File: src/rtl/uart_tx_arbiter.sv
// Round-robin, packet-locked arbiter sharing one UART_tx between two byte-stream requesters.
// An inter-byte watchdog drops the lock if the owner stalls mid-packet.
module uart_tx_arbiter #(
    parameter int unsigned TIMEOUT = 1023
) (
    input  logic       clk,
    input  logic       rst,
    input  logic       req0,
    input  logic [7:0] data0,
    input  logic       last0,
    output logic       ack0,
    input  logic       req1,
    input  logic [7:0] data1,
    input  logic       last1,
    output logic       ack1,
    output logic [7:0] tx_data,
    output logic       trmt,
    input  logic       tx_done,
    output logic [1:0] grant,
    output logic       timeout_err
);

    localparam int unsigned CW = $clog2(TIMEOUT + 1);
    localparam logic [CW-1:0] TMAX = CW'(TIMEOUT);

    typedef enum logic [1:0] {IDLE, WAIT_DONE, WAIT_NEXT} state_t;

    state_t        state;
    logic          rr;
    logic          owner;
    logic          last_q;
    logic          tx_done_q;
    logic [CW-1:0] cnt;

    logic          pick_valid;
    logic          pick;
    logic [7:0]    pick_data;
    logic          pick_last;
    logic          done_rise;

    // In IDLE either requester may win; in WAIT_NEXT only the locked owner is looked at.
    always_comb begin
        pick_valid = 1'b0;
        pick       = 1'b0;
        case (state)
            IDLE: begin
                pick_valid = req0 | req1;
                pick       = (req0 && req1) ? rr : req1;
            end
            WAIT_NEXT: begin
                pick_valid = owner ? req1 : req0;
                pick       = owner;
            end
            default: begin
                pick_valid = 1'b0;
                pick       = 1'b0;
            end
        endcase
        pick_data = pick ? data1 : data0;
        pick_last = pick ? last1 : last0;
        done_rise = tx_done & ~tx_done_q;
    end

    always_ff @(posedge clk) begin
        if (rst) begin
            state       <= IDLE;
            rr          <= 1'b0;
            owner       <= 1'b0;
            last_q      <= 1'b0;
            tx_done_q   <= 1'b0;
            cnt         <= '0;
            trmt        <= 1'b0;
            tx_data     <= '0;
            ack0        <= 1'b0;
            ack1        <= 1'b0;
            grant       <= '0;
            timeout_err <= 1'b0;
        end else begin
            trmt        <= 1'b0;
            ack0        <= 1'b0;
            ack1        <= 1'b0;
            timeout_err <= 1'b0;
            tx_done_q   <= tx_done;
            // A pending owner byte takes priority over the watchdog on the same cycle.
            if (pick_valid) begin
                trmt    <= 1'b1;
                tx_data <= pick_data;
                ack0    <= ~pick;
                ack1    <= pick;
                grant   <= pick ? 2'b10 : 2'b01;
                owner   <= pick;
                last_q  <= pick_last;
                state   <= WAIT_DONE;
            end else begin
                case (state)
                    WAIT_DONE: begin
                        if (done_rise) begin
                            if (last_q) begin
                                grant <= '0;
                                rr    <= ~owner;
                                state <= IDLE;
                            end else begin
                                cnt   <= '0;
                                state <= WAIT_NEXT;
                            end
                        end
                    end
                    WAIT_NEXT: begin
                        if (cnt == TMAX) begin
                            timeout_err <= 1'b1;
                            grant       <= '0;
                            rr          <= ~owner;
                            state       <= IDLE;
                        end else begin
                            cnt <= cnt + CW'(1);
                        end
                    end
                    default: begin
                        state <= IDLE;
                    end
                endcase
            end
        end
    end

endmodule

File: config.mk
export PLATFORM = sky130hd
export DESIGN_NAME = uart_tx_arbiter
export DESIGN_NICKNAME = d
export VERILOG_FILES = /design/src/rtl/uart_tx_arbiter.sv
export SDC_FILE = /design/constraint.sdc
export NUM_CORES = 1
export LEC_CHECK = 0
export CORE_ASPECT_RATIO = 0.8
export CORE_MARGIN = 8
export CORE_UTILIZATION = 40
export CTS_CLUSTER_SIZE = 16
export DETAILED_ROUTE_END_ITERATION = 8
export PLACE_DENSITY = 0.68
export SETUP_SLACK_MARGIN = 0.1
export SLEW_MARGIN = 20
export SYNTH_ARGS = -nofsm -noshare
export SYNTH_HDL_FRONTEND = slang
export SYNTH_SLANG_ARGS = --single-unit
File: constraint.sdc
create_clock -name clk -period 3.7 [get_ports clk]
set_input_delay 0.555 -clock clk [delete_from_list [all_inputs] [get_ports clk]]
set_output_delay 0.555 -clock clk [all_outputs]
set_load 0.005 [all_outputs]
==> impl_metrics.tcl <==
set metrics [dict create \
    drt-initial-drc-count 90 \
    post-synth-top-area-cell "sky130_fd_sc_hd__dfxtp_1" \
    ys_top_cells_by_area "sky130_fd_sc_hd__dfxtp_1 37%, sky130_fd_sc_hd__a21oi_1 5.5%, sky130_fd_sc_hd__a311oi_1 5.4%" \
    insertedDiodeCount 0 \
    cts_max_level 2 \
    post-route-drc-count 0 \
    synth_seq_cells 30 \
    pre_cts_ws_ps 1260 \
    synth_fp_nets 212 \
    worst-path-max-fanout 11 \
    die_w_um 87.2 \
    worst_path_dominant_cell_family "simple AND/OR/NAND/NOR gates" \
    worst-endpoint-required_ps 3800 \
    critical-path-max-stage-delay_ps 670 \
    grt_setup_unrepaired "no" \
    max_freq_mhz 463 \
    timing_max_transition_violations_final 0 \
    slew_headroom_pct 28.2 \
    setup_viol 0 \
    power.ir.vdd_worst_mv 0.254 \
    synth.top_cell.area_share_pct 37.0 \
    syn_avg_cell_area_um2 8.64 \
    wirelength_mm 4.22 \
    clock_insertion_delay_worst_skew_ps 280 \
    timing.max_cap.violations 0 \
    number_of_antenna_violations_at_the_first_check_in_global_routing 0 \
    placed_cells_incl_taps 267 \
    die_h_um 73.0 \
    floorplan.rows 20 \
    tritoncts_num_sinks 30 \
    synth_top_flop_cell "sky130_fd_sc_hd__dfxtp_1" \
    cts.hold.buffers_added 0 \
    final_period_utilization_pct 58.4 \
    io_pins 37 \
    netlist_instances 188 \
    routedWlPerCell_um 15.3 \
    route.antenna.remaining_nets 0 \
    critPathBufInv 1 \
    first_global_vias 1568 \
    status "finished, final reports clean" \
    gpl.final_weighted_congestion 0.816 \
    postLayoutSetupSlackWorst_ps 1540 \
    areaGrowthSynthToFinish_pct 28.2 \
    clock_skew_ps 7.99 \
    clk_root_buffer_cell "sky130_fd_sc_hd__clkbuf_8" \
    async_reset_ff_share_pct 0 \
    critPathSlowestCell "sky130_fd_sc_hd__nor2_1" \
    p_leak_nw 0.675 \
    floorplan.core_area_mm2 0.00385 \
    vias 1598 \
    worst_hold_slack_ps 502 \
    io_buffer_count 36 \
    timing.final.crit_period_ps 2160 \
    finalHoldViolCount 0 \
    drt_pass1_iterations 4 \
    cts_tree "yes" \
    layout-drive-gt1-share_pct 9.09 \
    worst_path_cell_trace "clkdlybuf4s50_1, o21ai_0, nor2_1, a311oi_1" \
    seq_area_frac_synth_pct 37.0 \
    cp.arrival_ps 2260 \
    cts-buffers-inserted 5 \
    path_clk_slew_ps 70 \
    number_of_gates_resized_after_cts 0 \
    gr-usage-all-layers_pct 14.3 \
    cts_setup_buffers 0 \
    setup-tns-final_ps 0 \
    floorplan.die_area_mm2 0.00637 \
    timing_worst_slew_pin_value_ps 1070 \
    list_of_most_frequent_post_synthesis_cells "30 x sky130_fd_sc_hd__dfxtp_1, 18 x sky130_fd_sc_hd__a21oi_1, 14 x sky130_fd_sc_hd__nand3_1" \
    worstSetupPathType "input pin to register" \
    synth_most_common_cell "sky130_fd_sc_hd__dfxtp_1" \
    synth.distinct_cells 49 \
    synthesis.area_mm2 0.00162 \
    endpoint_kind "register" \
    starting_utilization_of_the_core_area_pct 42.1 \
    critical_path.startpoint_type "input pin" \
    hold_path.class "register to register" \
    design.final.nets 243 \
    grt.overflow.total 0 \
    clk_path_buf_depth 2 \
    grt_pass1_wl_mm 7.25 \
    synth_edf_count 0 \
    drt-vias-per-instance 5.81 \
    pwr_density_cell_mw_per_mm2 373 \
    synthesis.yosys.warnings 0 \
    grt_start_max_net_pins 29 \
    post_layout_nonfiller_instances 275 \
    dpl.hpwl_mm 3.07 \
]
[kinds of logic (layout without fill, tap and decap cells)]
| group | count (synthesis) | in the layout | synth area share, % |
|---|---|---|---|
| adders and majority gates | 1 | 1 | 0.770 |
| buffers and inverters | 16 | 48 | 5.01 |
| AOI/OAI and AO/OA | 69 | 69 | 28.9 |
| DFF | 30 | 30 | 37.0 |
| and+or+nand+nor | 69 | 69 | 25.3 |
| muxes | 3 | 3 | 3.00 |
[final cells by class]
class / instances / area, µm²
clock inverters: 1 / 5.00
repair buffers: 37 / 368
well taps: 55 / 68.8
inverters: 3 / 11.3
multi-input cells: 142 / 942
clock buffers: 7 / 86.3
fillers: 393 / 1770
flip-flops and latches: 30 / 601
[sequential cells by signal (all words and copies together), names as in the netlist]
register and cells:
ack0 1, last_q 1, tx_data 8, grant 2, trmt 1, owner 1
cnt 10, timeout_err 1, tx_done_q 1, ack1 1, rr 1, state 2
[per-stage QoR]
step / total power, mW / area (µm²) / util, %
after floorplan: 0.445 / 1620 / -
after global placement: 0.512 / 1990 / 51.7
after detailed placement: 0.516 / 1990 / 51.7
after CTS: 0.783 / 2080 / 54.0
after global routing: 0.819 / 2080 / 54.0
final: 0.777 / 2080 / 54.0
[worst paths after layout]
path,startpoint,to,slack (ps),cells after the start
setup / recovery,req1,last_q,1540,4
hold / removal,cnt[5],cnt[5],500,2
setup reg to reg,state[0],last_q,1570,4
hold reg to reg,cnt[5],cnt[5],500,2
[power breakdown]
| group | switching [mW] | internal (mW) | total [mW] |
|---|---|---|---|
| clock network | 0.120 | 0.150 | 0.269 |
| registers | 0.0165 | 0.343 | 0.359 |
| logic | 0.0704 | 0.0783 | 0.149 |
| total | 0.207 | 0.571 | 0.777 |
[worst register-to-register path: cells and delay by family (launching register included)]
| family | cells | cell delay [ps] |
|---|---|---|
| AOI/OAI and AO/OA | 2 | 420 |
| DFF | 1 | 480 |
| buffers and inverters | 1 | 390 |
| and+or+nand+nor | 1 | 670 |
[cell usage in the layout (no fill, tap or decap), types with 3 or more instances in the layout]
master,Yosys,layout
sky130_fd_sc_hd__a211oi_1,4,4
sky130_fd_sc_hd__a21oi_1,18,18
sky130_fd_sc_hd__a311oi_1,10,10
sky130_fd_sc_hd__a31oi_1,5,5
sky130_fd_sc_hd__and3_1,3,3
sky130_fd_sc_hd__clkbuf_8,0,6
sky130_fd_sc_hd__clkdlybuf4s50_1,0,36
sky130_fd_sc_hd__dfxtp_1,30,30
sky130_fd_sc_hd__inv_1,3,3
sky130_fd_sc_hd__nand2_1,9,9
sky130_fd_sc_hd__nand2b_1,4,4
sky130_fd_sc_hd__nand3_1,14,14
sky130_fd_sc_hd__nand4_1,3,3
sky130_fd_sc_hd__nor2_1,8,8
sky130_fd_sc_hd__nor2b_1,3,3
sky130_fd_sc_hd__o211ai_1,6,6
sky130_fd_sc_hd__o21ai_0,13,13
sky130_fd_sc_hd__o31ai_1,3,3
sky130_fd_sc_hd__or4_1,5,5
[metal layers]
metal,vias to the layer above,track usage [%],wire length (µm)
li1,793,-,-
met1,749,18.2,2070
met2,50,21.6,1890
met3,6,3.71,190
met4,0,7.03,65
met5,-,0,0
Power figures use the tool's default switching activity.
